**config.mk**
```make
export PLATFORM = sky130hd
export DESIGN_NAME = top_sequencer
export DESIGN_NICKNAME = d
export VERILOG_FILES = /design/src/rtl/top_sequencer_pkg.sv /design/src/rtl/top_sequencer_sram_mux.sv /design/src/rtl/top_sequencer.sv
export SDC_FILE = /design/constraint.sdc
export NUM_CORES = 1
export LEC_CHECK = 0
export CORE_UTILIZATION = 29
export DETAILED_ROUTE_END_ITERATION = 7
export GPL_TIMING_DRIVEN = 0
export PLACE_DENSITY = 0.81
export SETUP_SLACK_MARGIN = 0.05
export SLEW_MARGIN = 10
export SYNTH_ARGS = -nofsm -noshare
export SYNTH_HDL_FRONTEND = slang
export SYNTH_SLANG_ARGS = --single-unit
export TNS_END_PERCENT = 5
```
**constraint.sdc**
```tcl
create_clock -name CLOCK_50_I -period 1.9 [get_ports CLOCK_50_I]
set_clock_uncertainty 0.15 [all_clocks]
set_input_delay 0.38 -clock CLOCK_50_I [delete_from_list [all_inputs] [get_ports CLOCK_50_I]]
set_output_delay 0.38 -clock CLOCK_50_I [all_outputs]
set_load 0.005 [all_outputs]
```
**src/rtl/top_sequencer_pkg.sv**
```systemverilog
// Shared types for the top-level decode sequencer: FSM state and SRAM owner
// encodings plus small helpers used by the sequencer and its SRAM mux.
package top_sequencer_pkg;

    localparam int ADDR_W  = 18;
    localparam int DATA_W  = 16;
    localparam int WDOG_W  = 24;
    localparam int GUARD_W = 2;

    // Stale done levels are ignored until this many edges after a stage start.
    localparam logic [GUARD_W-1:0] GUARD_LOAD = 2'd2;

    typedef enum logic [2:0] {
        S_TOP_IDLE  = 3'd0,
        S_TOP_UART  = 3'd1,
        S_TOP_M2    = 3'd2,
        S_TOP_M1    = 3'd3,
        S_TOP_DONE  = 3'd4,
        S_TOP_ERROR = 3'd7
    } TOP_state_type;

    typedef enum logic [1:0] {
        OWN_NONE = 2'd0,
        OWN_UART = 2'd1,
        OWN_M2   = 2'd2,
        OWN_M1   = 2'd3
    } owner_type;

    function automatic owner_type owner_for(input TOP_state_type s);
        case (s)
            S_TOP_UART: owner_for = OWN_UART;
            S_TOP_M2:   owner_for = OWN_M2;
            S_TOP_M1:   owner_for = OWN_M1;
            default:    owner_for = OWN_NONE;
        endcase
    endfunction

    function automatic logic stage_busy(input TOP_state_type s);
        return (s == S_TOP_UART) || (s == S_TOP_M2) || (s == S_TOP_M1);
    endfunction

endpackage

```
**src/rtl/top_sequencer_sram_mux.sv**
```systemverilog
// Combinational SRAM port select: passes exactly one requester's bus to the
// shared SRAM port, or an idle bus (no write, zero address/data) when unowned.
module sram_mux
    import top_sequencer_pkg::*;
(
    input  owner_type           owner_i,
    input  logic [ADDR_W-1:0]   uart_addr_i,
    input  logic [DATA_W-1:0]   uart_wdata_i,
    input  logic                uart_we_n_i,
    input  logic [ADDR_W-1:0]   m2_addr_i,
    input  logic [DATA_W-1:0]   m2_wdata_i,
    input  logic                m2_we_n_i,
    input  logic [ADDR_W-1:0]   m1_addr_i,
    input  logic [DATA_W-1:0]   m1_wdata_i,
    input  logic                m1_we_n_i,
    output logic [ADDR_W-1:0]   sram_addr_o,
    output logic [DATA_W-1:0]   sram_wdata_o,
    output logic                sram_we_n_o
);

    always_comb begin
        sram_addr_o  = '0;
        sram_wdata_o = '0;
        sram_we_n_o  = 1'b1;
        case (owner_i)
            OWN_UART: begin
                sram_addr_o  = uart_addr_i;
                sram_wdata_o = uart_wdata_i;
                sram_we_n_o  = uart_we_n_i;
            end
            OWN_M2: begin
                sram_addr_o  = m2_addr_i;
                sram_wdata_o = m2_wdata_i;
                sram_we_n_o  = m2_we_n_i;
            end
            OWN_M1: begin
                sram_addr_o  = m1_addr_i;
                sram_wdata_o = m1_wdata_i;
                sram_we_n_o  = m1_we_n_i;
            end
            default: ;
        endcase
    end

endmodule

```
**src/rtl/top_sequencer.sv**
```systemverilog
// Top-level decode sequencer: runs UART -> M2 -> M1 and arbitrates the SRAM.
// Optional per-stage watchdog is built when SEQ_TIMEOUT_EN is defined.
module top_sequencer
    import top_sequencer_pkg::*;
#(
    parameter logic [WDOG_W-1:0] TIMEOUT_CYCLES = 24'd10_000_000
) (
    input  logic                CLOCK_50_I,
    input  logic                Resetn,
    input  logic                start_i,

    output logic                UART_start,
    output logic                M2_start,
    output logic                M1_start,
    input  logic                UART_done,
    input  logic                M2_done,
    input  logic                M1_done,

    input  logic [ADDR_W-1:0]   UART_SRAM_address,
    input  logic [DATA_W-1:0]   UART_SRAM_write_data,
    input  logic                UART_SRAM_we_n,
    input  logic [ADDR_W-1:0]   M2_SRAM_address,
    input  logic [DATA_W-1:0]   M2_SRAM_write_data,
    input  logic                M2_SRAM_we_n,
    input  logic [ADDR_W-1:0]   M1_SRAM_address,
    input  logic [DATA_W-1:0]   M1_SRAM_write_data,
    input  logic                M1_SRAM_we_n,

    output logic [ADDR_W-1:0]   SRAM_address,
    output logic [DATA_W-1:0]   SRAM_write_data,
    output logic                SRAM_we_n,

    output logic                busy_o,
    output logic [2:0]          stage_o,
    output logic                error_o
);

    TOP_state_type        state_q, state_d;
    owner_type            owner_q, owner_d;
    owner_type            owner_grant;
    logic                 uart_start_q, uart_start_d;
    logic                 m2_start_q, m2_start_d;
    logic                 m1_start_q, m1_start_d;
    logic [GUARD_W-1:0]   guard_q, guard_d;
    logic                 busy;
    logic                 done_cur;
    logic                 done_qual;
    logic                 timeout_hit;

    assign busy = stage_busy(state_q);

    always_comb begin
        case (state_q)
            S_TOP_UART: done_cur = UART_done;
            S_TOP_M2:   done_cur = M2_done;
            S_TOP_M1:   done_cur = M1_done;
            default:    done_cur = 1'b0;
        endcase
    end

    // A done level is trusted only once the guard has drained after the start.
    assign done_qual = (guard_q == '0) && done_cur;

    always_comb begin
        state_d      = state_q;
        uart_start_d = 1'b0;
        m2_start_d   = 1'b0;
        m1_start_d   = 1'b0;
        guard_d      = (guard_q != '0) ? guard_q - GUARD_W'(1) : '0;
        case (state_q)
            S_TOP_IDLE, S_TOP_DONE, S_TOP_ERROR: begin
                if (start_i) begin
                    state_d      = S_TOP_UART;
                    uart_start_d = 1'b1;
                    guard_d      = GUARD_LOAD;
                end
            end
            S_TOP_UART: begin
                if (done_qual) begin
                    state_d    = S_TOP_M2;
                    m2_start_d = 1'b1;
                    guard_d    = GUARD_LOAD;
                end else if (timeout_hit) begin
                    state_d = S_TOP_ERROR;
                end
            end
            S_TOP_M2: begin
                if (done_qual) begin
                    state_d    = S_TOP_M1;
                    m1_start_d = 1'b1;
                    guard_d    = GUARD_LOAD;
                end else if (timeout_hit) begin
                    state_d = S_TOP_ERROR;
                end
            end
            S_TOP_M1: begin
                if (done_qual) begin
                    state_d = S_TOP_DONE;
                    guard_d = '0;
                end else if (timeout_hit) begin
                    state_d = S_TOP_ERROR;
                end
            end
            default: state_d = S_TOP_IDLE;
        endcase
    end

    // Owner follows the next state so the new owner's bus is live in its start cycle.
    always_comb begin
        owner_d = owner_for(state_d);
    end

    always_ff @(posedge CLOCK_50_I) begin
        if (!Resetn) begin
            state_q      <= S_TOP_IDLE;
            owner_q      <= OWN_NONE;
            uart_start_q <= 1'b0;
            m2_start_q   <= 1'b0;
            m1_start_q   <= 1'b0;
            guard_q      <= '0;
        end else begin
            state_q      <= state_d;
            owner_q      <= owner_d;
            uart_start_q <= uart_start_d;
            m2_start_q   <= m2_start_d;
            m1_start_q   <= m1_start_d;
            guard_q      <= guard_d;
        end
    end

`ifdef SEQ_TIMEOUT_EN
    logic [WDOG_W-1:0] wdog_q, wdog_d;

    always_comb begin
        if (uart_start_d || m2_start_d || m1_start_d) begin
            wdog_d = '0;
        end else if (busy) begin
            wdog_d = wdog_q + WDOG_W'(1);
        end else begin
            wdog_d = '0;
        end
    end

    assign timeout_hit = busy && (wdog_q >= (TIMEOUT_CYCLES - WDOG_W'(1)));

    always_ff @(posedge CLOCK_50_I) begin
        if (!Resetn) begin
            wdog_q <= '0;
        end else begin
            wdog_q <= wdog_d;
        end
    end

    assign error_o = (state_q == S_TOP_ERROR);
`else
    logic unused_timeout_cfg;

    assign unused_timeout_cfg = ^TIMEOUT_CYCLES;
    assign timeout_hit        = 1'b0;
    assign error_o            = 1'b0;
`endif

    // Reset forces the bus idle immediately, before the first reset edge lands.
    always_comb begin
        owner_grant = OWN_NONE;
        if (Resetn) begin
            owner_grant = owner_q;
        end
    end

    sram_mux u_sram_mux (
        .owner_i      (owner_grant),
        .uart_addr_i  (UART_SRAM_address),
        .uart_wdata_i (UART_SRAM_write_data),
        .uart_we_n_i  (UART_SRAM_we_n),
        .m2_addr_i    (M2_SRAM_address),
        .m2_wdata_i   (M2_SRAM_write_data),
        .m2_we_n_i    (M2_SRAM_we_n),
        .m1_addr_i    (M1_SRAM_address),
        .m1_wdata_i   (M1_SRAM_write_data),
        .m1_we_n_i    (M1_SRAM_we_n),
        .sram_addr_o  (SRAM_address),
        .sram_wdata_o (SRAM_write_data),
        .sram_we_n_o  (SRAM_we_n)
    );

    assign UART_start = uart_start_q;
    assign M2_start   = m2_start_q;
    assign M1_start   = m1_start_q;
    assign busy_o     = busy;
    assign stage_o    = state_q;

endmodule
```
**After elaboration in Yosys (flattened, before gate mapping)**

Cells that the tools add are included.

- RAM bits: 0
- Output and inout port bits: 43
- Latch bits: 0
- Register bits: 10
- Logic and storage cells: 47
- Memories kept: 0
- Bits in read-only memories: 0

- Bitwise logic cells: 0
- Magnitude comparators: 0
- Multiplexer cells: 18
- Shifts and indexed selects: 0
- Divide/modulo/power cells: 0
- Reduce and logical (&&, ||, !) cells: 11
- Add/sub/neg operators: 1
- Multiply operators: 0
- Eq/ne operators: 11

Operator list:

| kind | number |
|---|---|
| $pmux 18 s3 | 1 |
| $pmux 16 s3 | 1 |
| $eq 3x2->1 const B | 4 |
| $mux 3 | 4 |
| $pmux 2 s3 | 2 |
| $pmux 3 s4 | 1 |
| $mux 2 | 5 |
| $eq 3x1->1 const B | 2 |
| $eq 3x3->1 const B | 2 |
| $pmux 1 s3 | 2 |
| $reduce_and 2->1 | 3 |
| $eq 2x2->1 const B | 2 |
| $logic_not 3->1 | 1 |
| $reduce_or 3->1 | 1 |
| $eq 2x1->1 const B | 1 |
| $logic_not 2->1 | 1 |
| $logic_or 1x1->1 | 2 |
| $mux 1 | 2 |
| $reduce_bool 2->1 | 1 |
| $reduce_or 2->1 | 1 |
| $sub 2x1->2 const B | 1 |
| $logic_and 1x1->1 | 1 |

**Longest topological paths before layout**

Gate-level depths: netlist (run 1).

- Depth after elaboration: 7
- Depth in mapped cells: 6
- Mapped depth without buffers: 3

**Hierarchy**

A second synthesis (run 1) with hierarchy kept.

- Cell total of the unflattened synthesis: 137
- Area, all modules: 1456.4 µm²

By module, submodules not included:

| module | instances | cells each | area an instance (µm²) |
|---|---|---|---|
| sram_mux | 1 | 84 | 957.2 |
| top_sequencer | 1 | 53 | 499.2 |

**Least setup slack after synthesis (run 1)**

OpenSTA, ideal clock, no wires.

- Path kind: reg2out
- From: register owner_q[1]
- To: output port SRAM_address[10]
- Path slack: 0.155 ns
- Data arrival time: 1.215 ns
- Cell stages (with the launch flop): 6
- Cells stage by stage: dfxtp_1 buf_2 buf_2 mux2_2 a22oi_1 nor2b_1

- Cells in the longest elaborated chain, start to end: 3
- Elaborated cells on any way between the ends: 5
- Those cells by class: eq/ne (3); mux (2)

RTL lines:

| element | line | text |
|---|---|---|
| start: declaration | top_sequencer.sv:39 | `owner_type owner_q, owner_d;` |
| start signal: assignment | top_sequencer.sv:123 | `owner_q <= owner_d;` |
| $mux 2 * | top_sequencer.sv:166 | `if (Resetn) begin` |
| $eq 2x2->1 or $eq 2x1->1 (tied branches) | top_sequencer_sram_mux.sv:25 | `case (owner_i)` |
| $pmux 18 s3 * | top_sequencer_sram_mux.sv:25 |  |
| end: declaration | top_sequencer.sv:29 | `output logic [ADDR_W-1:0] SRAM_address,` |

Every way passes the cells marked *; elsewhere a longest branch is shown, timed or not.

**Worst setup path after layout (run 1)**

- From: register owner_q[1]
- To: output port SRAM_address[4]

The elaborated chain is that of the path after synthesis.

==> results of run 1 <==
==> registers in the layout (all words and copies together) (netlist names) <==
register and flops:
UART_start 1, stage_o 3, M1_start 1, guard_q 2, M2_start 1, owner_q 2
==> how the worst max path moves through the flow <==
stage / from / endpoint / slack, ns / depth (start not counted)
2_1_floorplan: owner_q[1] / SRAM_address[10] / 0.16 / 5
3_3_place_gp: Resetn / SRAM_address[5] / -0.99 / 5
3_5_place_dp: Resetn / SRAM_address[5] / -0.98 / 5
4_1_cts: owner_q[1] / SRAM_we_n / -0.23 / 8
5_1_grt: owner_q[1] / SRAM_address[4] / -0.29 / 7
6_report: owner_q[1] / SRAM_address[4] / -0.24 / 6
==> routing by layer <==
metal | vias up | part of all wire [%]
li1 | 1006 | -
met1 | 993 | 37
met2 | 102 | 52
met3 | 23 | 7.7
met4 | 0 | 3.1
met5 | - | 0
==> kinds of logic (layout without fill, tap and decap cells) <==
logic type,count (synthesis),in the layout,synth area share [%]
AO/OA/AOI/OAI,48,48,25.1
XOR/XNOR,1,1,0.607
buffers and inverters,22,198,7.55
flip-flops,10,10,13.9
multiplexers,35,35,27.2
other,1,1,0.260
AND/OR/NAND/NOR,58,58,25.4
==> final cells by class <==
| cell class | count | share of cell area (%) |
|---|---|---|
| Clock buffer | 4 | 1.54 |
| Multi-Input combinational cell | 143 | 39.5 |
| Sequential cell | 10 | 5.99 |
| Timing Repair Buffer | 174 | 45.6 |
| Tap cell | 67 | 2.35 |
| Buffer | 17 | 4.73 |
| Inverter | 3 | 0.315 |
==> stage by stage <==
stage | utilization [%] | area (µm²) | worst slack [ns] | hold WS, ns
5_1_grt | 75.2 | 3570 | -0.293 | 0.396
3_5_place_dp | 64.1 | 3050 | -0.975 | 0.345
3_3_place_gp | 64.1 | 3050 | -0.994 | 0.340
2_1_floorplan | - | 1440 | 0.155 | 0.308
4_1_cts | 73.9 | 3510 | -0.230 | 0.348
6_report | 75.2 | 3570 | -0.240 | 0.350
==> timing repair <==
item                                   in CTS  in global routing
endpoints found under the hold margin       0                  0
pin swaps                                  27                 16
gates cloned                                4                  0
gates resized for setup                   226                 28
buffers inserted                           17                  1
setup endpoints to repair                  36                 36
==> power by group through the flow <==
| stage | logic [W] | registers, W | clock network (W) |
|---|---|---|---|
| after global placement | 0.000699 | 0.000245 | 0 |
| after floorplan | 0.000307 | 0.000243 | 0 |
| after global routing | 0.000967 | 0.000252 | 0.000283 |
| final | 0.000915 | 0.000249 | 0.000268 |
| after detailed placement | 0.000706 | 0.000245 | 0 |
| after CTS | 0.000867 | 0.000243 | 0.000271 |
==> worst max-delay path: cells and delay by family, from the launching register on <==
kind,cells,cell delay (ns)
flops,1,0.41
compound gates,1,0.16
buf+inv,3,0.38
simple gates,1,0.08
mux,1,0.32
==> layout by cell type (no fill, tap or decap), types with 5 or more instances in the layout <==
master	synthesis	layout
mux2_2	34	7
buf_4	2	8
dfxtp_1	10	5
buf_2	9	31
nor2b_1	37	36
clkbuf_2	0	7
clkbuf_8	0	5
buf_6	1	16
clkdlybuf4s50_1	0	115
mux2_4	0	27
a22oi_2	0	34
==> results.json, run 1 <==
{
  "setup_tns_ns": -4.71,
  "wl_per_cell_um": 17.5,
  "worst-setup-path-type": "register to output pin",
  "die_h_um": 72.5,
  "cts_hold_buf": 0,
  "critPathMaxFanout": 7,
  "setup_viol": 35,
  "min_from": "guard_q[1]",
  "use_met1_pct": 25.6,
  "multi_input_area_um2": 1410,
  "nets": 463,
  "arrival_ns": 1.61,
  "power_density_nw_per_um2": 400,
  "h-tree-depth": 1,
  "period_share_pct": 113,
  "slew_headroom_pct": 59.8,
  "dieArea_um2": 5260,
  "wirelength_mm": 7.31,
  "yosysTopAreaCell": "mux2_2",
  "p_sw_w": 0.000438,
  "switching_share_pct": 30.6,
  "port_buffers": 152,
  "async_flop_share_pct": 0,
  "cts_tree": "yes",
  "area_growth_pct": 148,
  "ys_ff_latch": 10,
  "dp.cells": 394,
  "clockBufferDepth": 2,
  "synth_edf_count": 0,
  "syn_nets": 286,
  "synth_common_cells": "nor2b_1 (37), a22oi_1 (36), mux2_2 (34)",
  "hold_path_end": "guard_q[0]",
  "synth.most_common_cell": "nor2b_1",
  "r2r-end": "stage_o[0]",
  "grt-ovfl-total": 0,
  "antenna_found_initial": 0,
  "intPower_w": 0.000994,
  "dr.pass1.iters": 4,
  "ios": 154,
  "rsz0062_at_grt": "yes",
  "core_area_um2": 4750,
  "syn_inst": 175,
  "violations": "setup timing",
  "drv_cap": 0,
  "vias": 2124,
  "drc": 0,
  "final_cells": 418,
  "start_util_pct": 30.3,
  "drtIter0Drc": 64,
  "critPathLaunchType": "register",
  "synth.cell_area_um2": 1440,
  "gp_routability_congestion": 0.893,
  "hold_path_class": "register to register",
  "r2r_slack_ns": 0.36,
  "root_buffer": "clkbuf_8",
  "pwr-share-comb_pct": 63.9,
  "gr-max-usage-layer": "met2",
  "worst_slack_ns": -0.240,
  "diodes": 0,
  "seq_area_frac_synth_pct": 13.9,
  "die_w_um": 72.5,
  "path_clk_slew_ns": 0.05,
  "hold-path-cell-count": 2,
  "min_period_ns": 2.14,
  "clock_latency_ns": 0.24,
  "slowest_delay_ns": 0.41,
  "rr_startpoint": "stage_o[2]",
  "crit_path_end_kind": "output pin",
  "cts.sinks": 10,
  "n_fill_cell": 350,
  "grt_pass1_wl_mm": 9.98,
  "cts_made_buffers": 3,
  "yosys_warnings": 0,
  "hold_violations": 0,
  "status": "complete, but fails checks",
  "fmax_mhz": 467,
  "use_met2_pct": 46.3,
  "pwr-share-seq_pct": 17.4,
  "cp_slowest_cell": "dfxtp_4",
  "synth_area_leaders": "mux2_2 (27%), a22oi_1 (19%), nor2b_1 (16%), dfxtp_1 (14%), buf_2 (3.1%)",
  "grt_pass1_vias": 2058,
  "grt_max_degree": 11,
  "ir_worst_vdd_mv": 0.295,
  "drv_slew": 0,
  "vias_per_cell": 5.08,
  "regArea_um2": 214,
  "ant_nets": 0,
  "yosysTopAreaCellShare_pct": 26.5,
  "worstPathRequired_ns": 1.37,
  "r2r_cells": 3,
  "met3_usage_pct": 5.28,
  "finalPower_w": 0.00143,
  "final_layout_size_suffix_gt1_share_pct": 43.6,
  "track_usage_pct": 24.4,
  "cp_cell_sequence": "buf_6 -> buf_16 -> mux2_4 -> a22oi_2 -> nor2b_1 -> buf_2",
  "dp_hpwl_mm": 4.59,
  "avgSynthCellArea_um2": 8.24,
  "synthFlopType": "dfxtp_1",
  "power.leakage_nw": 1.45,
  "clockPowerShare_pct": 18.7,
  "placementRows": 25,
  "synth_cell_type_count": 35,
  "worstMarginPinSlew_ns": 0.597
}
Note: power is estimated with default switching activity, not from simulation.
==> run 2: changes to the inputs <==
--- a/config.mk
+++ b/config.mk
@@ -14,4 +14,4 @@
 export SYNTH_ARGS = -nofsm -noshare
 export SYNTH_HDL_FRONTEND = slang
 export SYNTH_SLANG_ARGS = --single-unit
-export TNS_END_PERCENT = 5
+export TNS_END_PERCENT = 30
==> run 2 against run 1 <==
The flow still finishes with violations (setup timing). Sequential power is essentially flat. Sequential cell count stayed put. Utilization grew 1.4 points. Non-clock buffer count up 6. Largest cell class unchanged. Highest routed layer unchanged.
==> results.json, run 2 (synthesis gave the netlist of run 1 again) <==
{
  "status": "complete, but fails checks",
  "violations": "setup timing",
  "cts_made_buffers": 3,
  "dr.pass1.iters": 4,
  "r2r_cells": 3,
  "setup_tns_ns": -4.74,
  "cts_tree": "yes",
  "antenna_found_initial": 0,
  "die_h_um": 72.5,
  "ir_worst_vdd_mv": 0.298,
  "critPathLaunch": "owner_q[1]",
  "r2r_slack_ns": 0.36,
  "largest_reg_flops": 3,
  "dieArea_um2": 5260,
  "die_w_um": 72.5,
  "placementRows": 25,
  "fmax_mhz": 476,
  "period_share_pct": 111,
  "wl_per_cell_um": 16.5,
  "n_fill_cell": 334,
  "vias": 2096,
  "grt-ovfl-total": 0,
  "drv_slew": 0,
  "ios": 154,
  "final_cells": 424,
  "path_clk_slew_ns": 0.05,
  "track_usage_pct": 24.2,
  "layout_common_cells": "clkdlybuf4s50_1 (115), nor2b_1 (36), a22oi_2 (34), buf_2 (34), mux2_4 (28)",
  "worst-setup-path-type": "register to output pin",
  "final_layout_size_suffix_gt1_share_pct": 44.3,
  "hold_path_class": "register to register",
  "critPathMaxFanout": 7,
  "rsz0062_at_grt": "yes",
  "slew_headroom_pct": 59.7,
  "endpoint": "SRAM_write_data[7]",
  "clock_latency_ns": 0.24,
  "critPathLaunchType": "register",
  "root_buffer": "clkbuf_8",
  "nets": 469,
  "rr_startpoint": "stage_o[2]",
  "drv_cap": 0,
  "final_util_pct": 76.6,
  "finalPower_w": 0.00145,
  "core_area_um2": 4750,
  "dp_hpwl_mm": 4.59,
  "h-tree-depth": 1,
  "min_period_ns": 2.10,
  "cts_hold_buf": 0,
  "port_buffers": 152,
  "drtIter0Drc": 52,
  "dp.cells": 394,
  "wirelength_mm": 6.99,
  "arrival_ns": 1.57,
  "setup_viol": 35,
  "clockBufferDepth": 2,
  "worstPathRequired_ns": 1.37,
  "grt_max_degree": 11,
  "power_density_nw_per_um2": 398,
  "cts.sinks": 10,
  "hold_violations": 0,
  "r2r-end": "stage_o[0]",
  "worst_slack_ns": -0.202,
  "grt_pass1_vias": 2066,
  "diodes": 0,
  "ant_nets": 0,
  "vias_per_cell": 4.94,
  "gp_routability_congestion": 0.893,
  "start_util_pct": 30.3,
  "crit_path_end_kind": "output pin",
  "power.leakage_nw": 1.49,
  "worstMarginPinSlew_ns": 0.598,
  "layout_commonest_cell": "clkdlybuf4s50_1",
  "drc": 0,
  "post-place-ws_ns": -0.975,
  "grt_pass1_wl_mm": 9.92,
  "area_growth_pct": 152
}
==> run 2: final cells by class <==
type | instances | area, µm² | share of cell area (%)
Inverter | 3 | 11.3 | 0.309
Tap cell | 67 | 83.8 | 2.30
Buffer | 18 | 183 | 5.02
Clock buffer | 4 | 55.1 | 1.51
Multi-Input combinational cell | 143 | 1420 | 38.9
Sequential cell | 10 | 213 | 5.84
Timing Repair Buffer | 179 | 1680 | 46.1
==> run 2: per-stage QoR <==
stage	instance area (µm²)	hold WS [ns]
after floorplan	1440	0.308
after global placement	3050	0.340
after detailed placement	3050	0.345
after CTS	3540	0.348
after global routing	3640	0.396
final	3640	0.352
==> run 2: how the worst min path moves through the flow <==
stage	from	depth (start not counted)	end	slack (ns)
after floorplan	guard_q[1]	2	guard_q[0]	0.31
after global placement	guard_q[1]	2	guard_q[0]	0.34
after detailed placement	guard_q[1]	2	guard_q[0]	0.34
after CTS	guard_q[1]	2	guard_q[0]	0.35
after global routing	guard_q[1]	2	guard_q[0]	0.40
final	guard_q[1]	2	guard_q[0]	0.35
==> run 2: where the power goes <==
group | total (W) | leakage [nW] | switching [W] | internal (W)
logic | 0.000931 | 1.37 | 0.000327 | 0.000604
clock network | 0.000267 | 0.0288 | 0.0000850 | 0.000182
registers | 0.000249 | 0.0845 | 0.0000217 | 0.000227
==> run 2: worst max-delay path, stage by stage, from the launching register on <==
cell     delay [ns]
dfxtp_4        0.42
buf_8          0.13
buf_6          0.11
mux2_4         0.30
a22oi_2        0.16
nor2b_1        0.07
buf_2          0.13
==> run 2: routing by layer <==
| layer | global-route usage [%] | wire length, µm | up-vias |
|---|---|---|---|
| met5 | 0 | 0 | - |
| met1 | 26.3 | 2640 | 983 |
| met4 | 8.28 | 120 | 0 |
| met3 | 4.44 | 457 | 11 |
| li1 | - | - | 1016 |
| met2 | 46.4 | 3780 | 86 |
==> run 2: timing repair <==
action,4_1_cts,5_1_grt
gates cloned,4,0
pin swaps,30,17
buffers inserted,19,4
endpoints found under the setup margin,36,36
resized for setup,241,21
==> run 3: changes to the inputs <==
--- a/config.mk
+++ b/config.mk
@@ -5,6 +5,7 @@
 export SDC_FILE = /design/constraint.sdc
 export NUM_CORES = 1
 export LEC_CHECK = 0
+export CAP_MARGIN = 20
 export CORE_UTILIZATION = 29
 export DETAILED_ROUTE_END_ITERATION = 7
 export GPL_TIMING_DRIVEN = 0
==> results of run 3 <==
No change in the layout: final DEF, timing and power equal those of run 2.
